==> config.mk <==
export PLATFORM = sky130hd
export DESIGN_NAME = sdf_r2_stage
export DESIGN_NICKNAME = d
export VERILOG_FILES = /design/src/rtl/fft_pkg.sv /design/src/rtl/sdf_delay_line.sv /design/src/rtl/sdf_r2_stage.sv
export SDC_FILE = /design/constraint.sdc
export NUM_CORES = 1
export LEC_CHECK = 0
export CORE_AREA = 2 2 333 335
export DETAILED_ROUTE_END_ITERATION = 8
export DIE_AREA = 0 0 335 337
export GPL_ROUTABILITY_DRIVEN = 0
export GPL_TIMING_DRIVEN = 0
export PLACE_DENSITY = 0.52
export SLEW_MARGIN = 0
export SYNTH_ARGS = -nofsm -noshare
export SYNTH_HDL_FRONTEND = slang
export SYNTH_SLANG_ARGS = --single-unit
==> constraint.sdc <==
create_clock -name clk -period 5.06 [get_ports clk]
set_clock_uncertainty 0.1 [all_clocks]
set_input_delay 1.012 -clock clk [delete_from_list [all_inputs] [get_ports clk]]
set_output_delay 1.012 -clock clk [all_outputs]
set_load 0.02 [all_outputs]
==> src/rtl/fft_pkg.sv <==
// -----------------------------------------------------------------------------
// fft_pkg
//   Shared definitions for the pipelined FFT datapath stages.
//   - MODE_BF1 / MODE_BF2 : butterfly flavour selectors for sdf_r2_stage.
//   - phase_e             : fill / butterfly half of an SDF frame.
//   - clog2()             : ceiling log2, usable in constant expressions.
//   - round_shift()       : optional divide-by-2 with round-half-up on a
//                           value the caller has already sign-extended to
//                           CALC_W bits.
// -----------------------------------------------------------------------------
package fft_pkg;

    localparam int MODE_BF1 = 0;   // plain radix-2 butterfly
    localparam int MODE_BF2 = 1;   // radix-2^2 BF-II with trivial -j rotation
    localparam int CALC_W   = 32;  // working width for the scaling helper

    typedef enum logic {
        PH_FILL = 1'b0,
        PH_BFLY = 1'b1
    } phase_e;

    function automatic int clog2(input int value);
        int result;
        result = 0;
        while ((1 << result) < value) begin
            result++;
        end
        return result;
    endfunction

    // scale=1 returns (value + 1) >>> 1 (arithmetic), scale=0 passes through.
    function automatic logic signed [CALC_W-1:0] round_shift(
        input logic signed [CALC_W-1:0] value,
        input logic                     scale
    );
        logic signed [CALC_W-1:0] biased;
        biased = value + 32'sd1;
        return scale ? (biased >>> 1) : value;
    endfunction

endpackage

==> src/rtl/sdf_delay_line.sv <==
// -----------------------------------------------------------------------------
// sdf_delay_line
//   Fixed-length circular delay buffer for the SDF feedback path. On every
//   enabled cycle the entry at the pointer is read (dout) and overwritten by
//   din, so dout is always the value written DEPTH enabled cycles earlier.
//   Reads as zero everywhere after reset.
//
// Ports
//   clk   in   clock, rising edge
//   rst   in   asynchronous active-high reset
//   en    in   advance: write din, step the pointer
//   din   in   [W-1:0] value pushed into the line
//   dout  out  [W-1:0] current head (oldest entry), combinational
// -----------------------------------------------------------------------------
module sdf_delay_line
    import fft_pkg::*;
#(
    parameter int W     = 22,
    parameter int DEPTH = 32
) (
    input  logic         clk,
    input  logic         rst,
    input  logic         en,
    input  logic [W-1:0] din,
    output logic [W-1:0] dout
);

    localparam int            PW   = (clog2(DEPTH) > 0) ? clog2(DEPTH) : 1;
    localparam logic [PW-1:0] LAST = PW'(DEPTH - 1);

    logic [PW-1:0] ptr;

    // NOTE: every clocked block uses non-blocking (<=) so all registers update
    // together from pre-edge values; blocking here would create order races.
    always_ff @(posedge clk or posedge rst) begin
        if (rst) begin
            ptr <= '0;
        end else if (en) begin
            ptr <= (ptr == LAST) ? '0 : ptr + PW'(1);
        end
    end

    generate
        if (DEPTH == 1) begin : g_single
            logic [W-1:0] stage;

            always_ff @(posedge clk or posedge rst) begin
                if (rst) begin
                    stage <= '0;
                end else if (en) begin
                    stage <= din;
                end
            end

            assign dout = stage;
        end else if (DEPTH <= 4) begin : g_regs
            logic [W-1:0] regs [DEPTH];

            always_ff @(posedge clk or posedge rst) begin
                if (rst) begin
                    for (int i = 0; i < DEPTH; i++) begin
                        regs[i] <= '0;
                    end
                end else if (en) begin
                    regs[ptr] <= din;
                end
            end

            assign dout = regs[ptr];
        end else begin : g_ram
            logic [W-1:0] mem [DEPTH];
            logic         wrapped;

            // NOTE: the storage array has no reset so it can map onto RAM;
            // until the pointer has gone round once, the entry under the
            // pointer has never been written, so 'wrapped' forces the head to
            // zero and the line behaves exactly like a cleared buffer.
            always_ff @(posedge clk) begin
                if (en) begin
                    mem[ptr] <= din;
                end
            end

            always_ff @(posedge clk or posedge rst) begin
                if (rst) begin
                    wrapped <= 1'b0;
                end else if (en && (ptr == LAST)) begin
                    wrapped <= 1'b1;
                end
            end

            assign dout = wrapped ? mem[ptr] : '0;
        end
    endgenerate

endmodule

==> src/rtl/sdf_r2_stage.sv <==
// -----------------------------------------------------------------------------
// sdf_r2_stage
//   Radix-2 single-path delay-feedback butterfly stage. Each frame is 2*DEPTH
//   samples: the first half fills the feedback line, the second half forms
//   d + x (emitted) and d - x (fed back, emitted during the next fill half).
//   MODE_BF2 multiplies the second half of every other frame by -j before the
//   butterfly. SCALE=1 halves the emitted result with rounding.
//
// Ports
//   clk        in   clock, rising edge
//   rst        in   asynchronous active-high reset
//   in_valid   in   sample qualifier; low freezes all state
//   in_sof     in   first sample of an input frame (only with in_valid)
//   in_re      in   [IN_W-1:0]  signed real input
//   in_im      in   [IN_W-1:0]  signed imaginary input
//   out_valid  out  output qualifier
//   out_sof    out  first sample of an output frame
//   out_re     out  [OUT_W-1:0] signed real output
//   out_im     out  [OUT_W-1:0] signed imaginary output
//   err_sof    out  one-cycle pulse after an in_sof seen at a non-zero phase
// -----------------------------------------------------------------------------
module sdf_r2_stage
    import fft_pkg::*;
#(
    parameter  int IN_W  = 10,
    parameter  int DEPTH = 32,
    parameter  int MODE  = MODE_BF1,
    parameter  int SCALE = 0,
    localparam int OUT_W = IN_W + 1 - SCALE
) (
    input  logic                    clk,
    input  logic                    rst,
    input  logic                    in_valid,
    input  logic                    in_sof,
    input  logic signed [IN_W-1:0]  in_re,
    input  logic signed [IN_W-1:0]  in_im,
    output logic                    out_valid,
    output logic                    out_sof,
    output logic signed [OUT_W-1:0] out_re,
    output logic signed [OUT_W-1:0] out_im,
    output logic                    err_sof
);

    localparam int            AW       = IN_W + 1;
    localparam int            CW       = clog2(2 * DEPTH);
    localparam logic [CW-1:0] CNT_HALF = CW'(DEPTH);
    localparam logic [CW-1:0] CNT_LAST = CW'(2 * DEPTH - 1);

    logic [CW-1:0] cnt;
    logic          rot;
    logic          primed;

    logic          resync;
    logic [CW-1:0] cnt_eff;
    logic          rot_eff;
    logic          primed_eff;
    logic          rot_nxt;
    phase_e        phase;

    logic signed [AW-1:0]    x_re, x_im;
    logic signed [AW-1:0]    d_re, d_im;
    logic signed [AW-1:0]    res_re, res_im;
    logic signed [AW-1:0]    fb_re, fb_im;
    logic        [2*AW-1:0]  head;
    logic signed [OUT_W-1:0] out_re_nxt, out_im_nxt;

    // Real part in the upper half, imaginary in the lower half.
    sdf_delay_line #(
        .W     (2 * AW),
        .DEPTH (DEPTH)
    ) u_delay (
        .clk  (clk),
        .rst  (rst),
        .en   (in_valid),
        .din  ({fb_re, fb_im}),
        .dout (head)
    );

    // NOTE: every signal written here gets a default first, so no path can
    // leave one unassigned and infer a latch.
    always_comb begin
        resync     = 1'b0;
        cnt_eff    = cnt;
        rot_eff    = 1'b0;
        primed_eff = primed;
        rot_nxt    = 1'b0;
        phase      = PH_FILL;
        x_re       = AW'(in_re);
        x_im       = AW'(in_im);
        d_re       = $signed(head[2*AW-1:AW]);
        d_im       = $signed(head[AW-1:0]);
        res_re     = '0;
        res_im     = '0;
        fb_re      = '0;
        fb_im      = '0;

        // A frame start at a non-zero phase realigns: this sample becomes
        // phase 0 and the stage must re-prime before emitting again.
        resync = in_valid && in_sof && (cnt != '0);
        if (resync) begin
            cnt_eff    = '0;
            primed_eff = 1'b0;
        end
        rot_eff = (MODE == MODE_BF2) && rot && !resync;
        rot_nxt = rot_eff ^ ((MODE == MODE_BF2) && (cnt_eff == CNT_LAST));

        if (cnt_eff >= CNT_HALF) begin
            phase = PH_BFLY;
        end

        // x * (-j) = (im, -re); done at AW bits so negating -2^(IN_W-1) fits.
        if ((phase == PH_BFLY) && rot_eff) begin
            x_re = AW'(in_im);
            x_im = -AW'(in_re);
        end

        if (phase == PH_BFLY) begin
            res_re = d_re + x_re;
            res_im = d_im + x_im;
            fb_re  = d_re - x_re;
            fb_im  = d_im - x_im;
        end else begin
            res_re = d_re;
            res_im = d_im;
            fb_re  = x_re;
            fb_im  = x_im;
        end
    end

    // Scaling touches only the emitted value; the feedback stays full width.
    assign out_re_nxt = OUT_W'(round_shift(CALC_W'(res_re), SCALE != 0));
    assign out_im_nxt = OUT_W'(round_shift(CALC_W'(res_im), SCALE != 0));

    always_ff @(posedge clk or posedge rst) begin
        if (rst) begin
            cnt       <= '0;
            rot       <= 1'b0;
            primed    <= 1'b0;
            out_valid <= 1'b0;
            out_sof   <= 1'b0;
            out_re    <= '0;
            out_im    <= '0;
            err_sof   <= 1'b0;
        end else begin
            err_sof   <= resync;
            // The phase-DEPTH sample is the first butterfly output and primes.
            out_valid <= in_valid && (primed_eff || (cnt_eff == CNT_HALF));
            out_sof   <= in_valid && (cnt_eff == CNT_HALF);
            if (in_valid) begin
                cnt    <= (cnt_eff == CNT_LAST) ? '0 : cnt_eff + CW'(1);
                rot    <= rot_nxt;
                primed <= primed_eff || (cnt_eff == CNT_HALF);
                out_re <= out_re_nxt;
                out_im <= out_im_nxt;
            end
        end
    end

endmodule

## Word-level counts from Yosys, hierarchy flattened

Memories as Yosys holds them, arrays and structs flattened.
Index checks and enable logic that the tools add are counted.

- Register bits: 38
- Memories: 1
- RAM bits: 704
- Logic and storage cells: 39

- Mux-type cells: 12
- Add/sub/neg operators: 6
- Reduce and logical (&&, ||, !) cells: 7
- Eq/ne operators: 3
- $lt $le $gt $ge: 1

Memory list:

| name | depth | bits a word | rd ports | clocked after memory_dff | wr ports | line | RTL |
|---|---|---|---|---|---|---|---|
| u_delay.g_ram.mem | 32 | 22 | 1 | 0 | 1 | sdf_delay_line.sv:71 | `logic [W-1:0] mem [DEPTH];` |

Operators with widths:

| operator | number |
|---|---|
| 11-bit two-way mux | 4 |
| 11-bit by 10-bit adder with 11-bit output | 2 |
| 22-bit two-way mux | 1 |
| 11-bit by 10-bit subtractor with 11-bit output | 2 |
| 6-bit == test (second input constant) | 2 |
| 6-bit two-way mux | 2 |
| 6-bit by 1-bit adder with 6-bit output (second input constant) | 1 |
| 6-bit greater-or-equal comparator (second input constant) | 1 |
| 6-bit nonzero test | 1 |
| 5-bit by 1-bit adder with 5-bit output (second input constant) | 1 |
| 5-bit == test (second input constant) | 1 |
| 1-bit logical AND | 5 |
| 5-bit two-way mux | 1 |
| 1-bit two-way mux | 4 |
| 1-bit logical OR | 1 |

## Longest topological paths before layout

Gate-level depths: netlist of run 1.

- Depth in word-level cells: 6
- Gate-level depth with buffers: 20
- Depth with buffers taken out: 17

## Cells and area by module

From an unflattened synthesis of run 1, not the netlist that was laid out.

- Cells, all modules: 1940
- Area total of the unflattened synthesis: 30923.4 um^2

By module, submodules not included:

| module | area an instance (um^2) | cells an instance | seq. area each (um^2) | times used |
|---|---|---|---|---|
| sdf_delay_line | 27335.0 | 1471 | 21290.4 | 1 |
| sdf_r2_stage | 3588.4 | 469 | 800.8 | 1 |

## Least setup slack after synthesis of run 1

OpenSTA, ideal clock, no wires.

- Path type: flip-flop to flip-flop
- Start: register u_delay.ptr[1]
- End: memory u_delay.g_ram.mem[0][8], data pin
- Period minus slack after synthesis: 5.333 ns
- Path buffers: 6
- Arrival time: 4.779 ns
- Data required time: 4.506 ns
- Stages on the path, launching flop included: 19
- Path slack: -0.273 ns
- Cell sequence: dfrtp_1 > buf_2 > buf_4 > buf_2 > clkbuf_1 > buf_2 > mux4_2 > a22oi_1 > a41oi_1 > ha_1 > clkbuf_1 > o21a_1 > o21ai_1 > a21boi_0 > o21ai_1 > a21oi_1 > nor2_1 > xnor2_1 > o21ai_0

- Longest elaborated chain between the ends: 4

Ends and longest elaborated chain:

| element | line | RTL |
|---|---|---|
| start: declaration | sdf_delay_line.sv:31 | `logic [PW-1:0] ptr;` |
| start signal: assignment | sdf_delay_line.sv:39 | `ptr <= (ptr == LAST) ? '0 : ptr + PW'(1);` |
| memory read 32 x 22 bit | n/a |  |
| 22-bit two-way mux | sdf_delay_line.sv:92 | `assign dout = wrapped ? mem[ptr] : '0;` |
| 11-bit by 10-bit subtractor with 11-bit output | sdf_r2_stage.sv:121 | `fb_im = d_im - x_im;` |
| 11-bit two-way mux | sdf_r2_stage.sv:117 | `if (phase == PH_BFLY) begin` |
| via fb_im[8] | sdf_r2_stage.sv:63 | `logic signed [AW-1:0] fb_re, fb_im;` |
| end: declaration | sdf_delay_line.sv:71 |  |

The timed path passes the listed nets, and every way through them passes these cells.

## Worst setup path after layout of run 1

- Start: register u_delay.ptr[0]
- End: memory u_delay.g_ram.mem[3][9], data pin

Same word-level chain as after synthesis.

==> metrics, run 1 <==
Most used DFF post-synth edfxtp_1; cell row count between 100 and 150; vias in the first global route 17,500; io pins slightly below 50; synthesized flop and latch total between 700 and 800; PwrDens ~530 nW/um2; Tcrit/Tclk final between 90 and 100%; number of flops mapped to enable cells by yosys 704; DPL Wire Length 58,200 um; Worst-path clk slew ~0.060 ns; status completed; first-pass GRT wire length ~130,000 um; clk sinks ~740; Max-cap violations 0; area grow syn2layout 24.1%; CP Data Required Time about 5.3 ns; die footprint around 110,000 um2; initial antenna violation count 2; critical path arrival 5.30 ns; Crit. End Element register; fraction of registers with async set/reset between 5 and 6%; initial drt markers 1,621; drt wl/cell between 20 and 30 um; CP Launch Type register; Max H-tree Level 3; NumNets Final roughly 1,900; DRC violations left 0; mapped cell area approximately 30,000 um2; Slew @ Worst Pin 1.25 ns; Post-Route Setup TNS 0 ns; core area 110,000 um2; post-route total power about 20 mW; Max-Slew Margin vs Limit around 17%; switching pwr approximately 7 mW; CTS tree done; Cell Area, Placed between 30,000 and 40,000 um2; number of cells after detailed placement around 3,100; maximum vdd drop between 0.2 and 0.3 mV; die width 335 um; Routed WL ~91,000 um; GR Util met1 a little over a fifth; commonest non-fill, non-tap cell in the layout edfxtp_1; Clock Latency Late Sink 0.62 ns; final std cells w/o fill 3,329; GR met2 Demand/Resource between 20% and 30%; Slew Limit Fails 0; critical path class reg -> reg; clock root cell clkbuf_16; f_max roughly 0.20 GHz; final instance area between 30,000 and 40,000 um2; TritonCTS Buffers 75; RSZ-0062 raised after global routing true; count of cell types in the netlist 66; Int Pwr around 13 mW; Longest Clk Path Bufs 3; Post-Syn Area per Cell about 19 um2; grt peak-use layer met2; Synth Warn # 0; Initial Util 27.8%; sequential power share 36.5%; Worst Path Max Fanout 30; vias per inst roughly 5.1; Lkg Pwr around 12 nW; met3 Use GR 2.52%; DR vias 17,100; post-route ant nets 0; final count of hold timing violations 0; largest net degree at the start of global routing 39; Global Route Usage Sum 16.0%; Finish-stage setup viols 0; Switching Fraction 34.2%; drt first pass iters 5; sequential share of the synthesized area about 73%; Clk pwr share between 20% and 30%; fin crit period approximately 5 ns; syn nets roughly 1,700; ratio of cells with drive above 1 in the final layout around 29%; power share of the combinational group a little over a third; Port Buffers between 40 and 50; commonest cells after routing, fill and taps aside 704 x edfxtp_1, 169 x mux4_2, 80 x clkbuf_16, 63 x inv_1, 60 x a22oi_1; total grt overflow 0; chip height about 340 um; Hold Crit Class reg -> reg; Synth Instances between 1,500 and 2,000
==> synth_stat cells (17+ instances only) <==
| library cell | n | area [um2] |
|---|---|---|
| edfxtp_1 | 704 | 21100 |
| mux4_2 | 169 | 3810 |
| a22oi_1 | 76 | 571 |
| inv_1 | 65 | 244 |
| nor2_1 | 64 | 240 |
| ha_1 | 50 | 626 |
| nand2_1 | 44 | 165 |
| clkbuf_1 | 42 | 158 |
| a21oi_1 | 40 | 200 |
| dfrtp_1 | 38 | 951 |
| buf_2 | 32 | 160 |
| o21ai_0 | 28 | 140 |
| o21ai_1 | 24 | 120 |
| xnor2_1 | 19 | 166 |
| nand3_1 | 17 | 85.1 |
| nor3_1 | 17 | 85.1 |
==> area by class of cell <==
cell class	count	area, um2
Fill cell	10300	71800
Tap cell	1426	1780
Inverter	67	251
Clock inverter	52	423
Multi-Input combinational cell	728	8540
Timing Repair Buffer	141	1920
Sequential cell	742	22100
Clock buffer	85	1980
Buffer	86	758
Antenna cell	2	5.00
==> sequential cells by signal, summed over array words and instances (netlist names) <==
| name | flops |
|---|---|
| out_im | 11 |
| u_delay.g_ram.mem | 704 |
| cnt | 6 |
| err_sof | 1 |
| out_sof | 1 |
| out_valid | 1 |
| primed | 1 |
| u_delay.g_ram.wrapped | 1 |
| u_delay.ptr | 5 |
| out_re | 11 |
==> worst max-delay path, cell delays in order (launching register included) <==
cell       delay (ns)
dfrtp_2          0.48
buf_12           0.17
buf_12           0.17
buf_16           0.14
buf_4            0.20
mux4_2           0.56
a22oi_1          0.36
a41oi_2          0.29
ha_2             0.41
and3_1           0.23
and4_1           0.21
nand3_1          0.11
o2111ai_2        0.18
o31ai_2          0.37
mux2i_2          0.32
o311ai_4         0.20
buf_8            0.24
==> kinds of logic (layout without fill, tap and decap cells) <==
group | Yosys count | in the layout | share of synthesized area [%]
compound gates | 271 | 271 | 6.12
xor+xnor | 22 | 23 | 0.633
fa+ha+maj | 53 | 53 | 2.25
buf+inv | 156 | 431 | 2.23
flops | 742 | 742 | 72.6
mux | 189 | 189 | 13.2
other cells | 0 | 2 | 0
simple gates | 189 | 192 | 2.95
==> path summary, 6_finish.rpt <==
check | from | end | slack [ns] | cells past startpoint
min in group asynchronous | rst | out_re[2]$_DFFE_PP0P_ | 0.81 | 2
max reg2reg | u_delay.ptr[0]$_DFFE_PP0P_ | u_delay.g_ram.mem[3][9]$_DFFE_PP_ | 0.01 | 16
min | primed$_DFFE_PP0P_ | primed$_DFFE_PP0P_ | 0.39 | 2
max in group asynchronous | rst | u_delay.ptr[0]$_DFFE_PP0P_ | 3.43 | 2
max | u_delay.ptr[0]$_DFFE_PP0P_ | u_delay.g_ram.mem[3][9]$_DFFE_PP_ | 0.01 | 16
min reg2reg | primed$_DFFE_PP0P_ | primed$_DFFE_PP0P_ | 0.39 | 2
==> timing repair <==
| action | 4_1_cts | 5_1_grt |
|---|---|---|
| gates resized for setup | 141 | 72 |
| hold buffers | 0 | 0 |
| endpoints found under the setup margin | 618 | 244 |
| buffers inserted | 10 | 33 |
| cloned | 3 | 2 |
| pin swaps | 14 | 20 |
==> per-layer routing <==
| layer | up-vias | part of all wire, % |
|---|---|---|
| li1 | 7077 | - |
| met1 | 9090 | 41 |
| met2 | 736 | 49 |
| met3 | 157 | 6.8 |
| met4 | 0 | 3.3 |
| met5 | - | 0 |
==> through the flow <==
stage	util (%)	hold WS, ns	worst slack (ns)
floorplan	-	0.353	0.0327
global placement	29.8	0.363	-3.55
detailed placement	31.1	0.380	-2.06
CTS	34.0	0.395	0.000155
global route	34.4	0.412	-0.0564
finish	34.4	0.387	0.0142
==> power by group through the flow <==
stage	registers, mW	logic, mW	clock network [mW]
6_report	7.27	7.21	5.46
5_1_grt	7.30	7.64	5.77
4_1_cts	7.28	6.75	5.57
3_5_place_dp	7.41	6.18	0
3_3_place_gp	7.42	5.83	0
2_1_floorplan	7.49	3.76	0
Note: power is estimated with default switching activity, not from simulation.
==> run 2, diff against run 1 <==
--- a/config.mk
+++ b/config.mk
@@ -5,9 +5,9 @@
 export SDC_FILE = /design/constraint.sdc
 export NUM_CORES = 1
 export LEC_CHECK = 0
-export CORE_AREA = 2 2 333 335
+export CORE_AREA = 2 2 397 281
 export DETAILED_ROUTE_END_ITERATION = 8
-export DIE_AREA = 0 0 335 337
+export DIE_AREA = 0 0 399 283
 export GPL_ROUTABILITY_DRIVEN = 0
 export GPL_TIMING_DRIVEN = 0
 export PLACE_DENSITY = 0.52
==> metrics, run 2 (same netlist as run 1, synthesis figures left out) <==
status completed; final count of hold timing violations 0 (unchanged); clk sinks 742 (unchanged); area grow syn2layout 22.8%; Tcrit/Tclk final 97.5% (-2.2 points); Max-cap violations 0 (unchanged); Largest regs u_delay.g_ram.mem: 704 flops, out_im: 11 flops, out_re: 11 flops; drt wl/cell 27.4 um (-0.28%); CP delay by family, top compound AO/OA/AOI/OAI gates; CP max-delay cell fa_1; Slew @ Worst Pin 1.34 ns (+0.0942 ns); number of cells after detailed placement 3,174 (+0.92%); Global Route Usage Sum 16.0% (+0.022 points); critical path arrival 5.34 ns (+0.04 ns); CP Data Required Time 5.46 ns (+0.15 ns); Largest Register u_delay.g_ram.mem; chip height 283 um (-16%); initial drt markers 2,063 (+27%); total grt overflow 0 (unchanged); Max-Slew Margin vs Limit 10.4% (-6.3 points); Clock Latency Late Sink 0.66 ns (+0.04 ns); DRC violations left 0 (unchanged); vias in the first global route 16,800 (-3.8%); NumNets Final 1,897 (-1.1%); max FFs per register 704 (unchanged); Crit path buffers/inverters 5 (unchanged); DR vias 17,200 (+1.1%); crit path cell chain buf_6 -> clkbuf_2 -> nor3b_4 -> clkbuf_8 -> buf_4 -> a22oi_2 -> a41oi_4 -> ha_1 -> inv_1 -> fa_1 -> o21bai_1 -> a21oi_1 -> o21bai_1 -> a21oi_2 -> o31ai_2 -> nor4b_1 -> o31ai_1 -> xnor2_1 -> a21oi_1; cell row count 102 (-16%); fin crit period 4.93 ns (-0.111 ns); commonest non-fill, non-tap cell in the layout edfxtp_1; commonest cells after routing, fill and taps aside 704 x edfxtp_1, 169 x mux4_2, 73 x clkbuf_16, 66 x a22oi_1, 63 x inv_1; Crit. End Element register; Post-CTS Hold Buffers 0 (unchanged); critical path class reg -> reg; DPL Wire Length 61,400 um (+5.5%); Slew Limit Fails 0 (unchanged); drt first pass iters 5 (unchanged); CTS tree done; Initial Util 27.8% (about the same); post-route ant nets 0 (unchanged); f_max 0.203 GHz (+2.3%); first-pass GRT wire length 127,000 um (-0.71%); core area 110,000 um2 (about the same); Worst-path clk slew 0.07 ns (about the same); final core utilization 34.1% (-0.33 points); Routed WL 91,100 um (-0.31%); TritonCTS Buffers 71 (-5.3%); Slowest Stage Delay on Critical Path 0.46 ns (-0.10 ns); RSZ-0062 raised after global routing true; ratio of cells with drive above 1 in the final layout 27.6% (-1.9 points); die width 399 um (+19%); final std cells w/o fill 3,328 (-0.030%); largest net degree at the start of global routing 39 (unchanged); die footprint 113,000 um2 (about the same); maximum vdd drop 0.271 mV (+4.0%); clock root cell clkbuf_16; initial antenna violation count 0 (-2); Longest Clk Path Bufs 3 (unchanged); Finish-stage setup viols 0 (unchanged); Hold Crit Class reg -> reg; io pins 49 (unchanged); Lkg Pwr 11.9 nW (-1.9%); Max H-tree Level 3 (unchanged); Worst Path Max Fanout 10 (-67%); Port Buffers 47 (unchanged); CP Launch Type register; vias per inst 5.18 (+1.1%); PwrDens 524 nW/um2 (-0.84%)
-- run 2: cell count changes in the layout (fill, tap and decap cells not counted), sizes merged --
cell / previous run / this run
buf: 143 / 120
clkinv: 39 / 32
clkinvlp: 6 / 4
clkbuf: 122 / 123
diode: 2 / 1
nand3: 20 / 21
-- run 2: worst paths after layout --
kind	start	to	slack [ns]	cells after the start
setup / recovery	u_delay.ptr[2]$_DFFE_PP0P_	out_re[10]$_DFFE_PP0P_	0.13	19
hold / removal	out_re[7]$_DFFE_PP0P_	out_re[7]$_DFFE_PP0P_	0.38	1
setup reg to reg	u_delay.ptr[2]$_DFFE_PP0P_	out_re[10]$_DFFE_PP0P_	0.13	19
hold reg to reg	out_re[7]$_DFFE_PP0P_	out_re[7]$_DFFE_PP0P_	0.38	1
max in group asynchronous	rst	u_delay.ptr[4]$_DFFE_PP0P_	3.54	2
min in group asynchronous	rst	err_sof$_DFF_PP0_	0.74	2
-- run 2: metal layers --
layer	up-vias	global-route usage (%)	routed length [um]
li1	7051	-	-
met1	9254	23.8	41400
met2	822	22.3	38400
met3	121	5.02	9240
met4	0	4.38	2100
met5	-	0	0
-- run 2: cell type report --
class                      instances  area (um2)
clock inverter                    43         364
multi-input combinational        729        8500
timing repair buffer             124        1740
buffer                            85         743
clock buffer                      81        1840
antenna                            1        2.50
fill                           10300       72100
inverter                          67         251
sequential                       742       22100
tap                             1456        1820
-- run 2: repair_timing --
item,CTS,global route
pin swaps,14,17
buffers inserted,9,19
hold endpoints to repair,0,0
resized for setup,137,60
setup endpoints to repair,672,259
cloned,5,0
-- run 2: per-stage QoR --
step                      area [um2]  power (mW)  hold WS [ns]  setup TNS [ns]  setup slack (ns)
after detailed placement       34100        13.6         0.372         -646.04             -2.40
after global placement         32700        13.3         0.370        -1574.97             -2.94
after CTS                      37000        19.4         0.387               0            0.0156
final                          37400        19.6         0.384               0             0.126
after floorplan                30400        11.2         0.353               0            0.0327
after global routing           37400        20.4         0.402          -0.376           -0.0712
-- run 2: power breakdown --
group | leakage (nW) | switching, mW | total (mW) | internal [mW]
clock network | 1.06 | 2.34 | 5.20 | 2.87
logic | 4.00 | 4.30 | 7.10 | 2.80
registers | 6.80 | 0.119 | 7.27 | 7.15
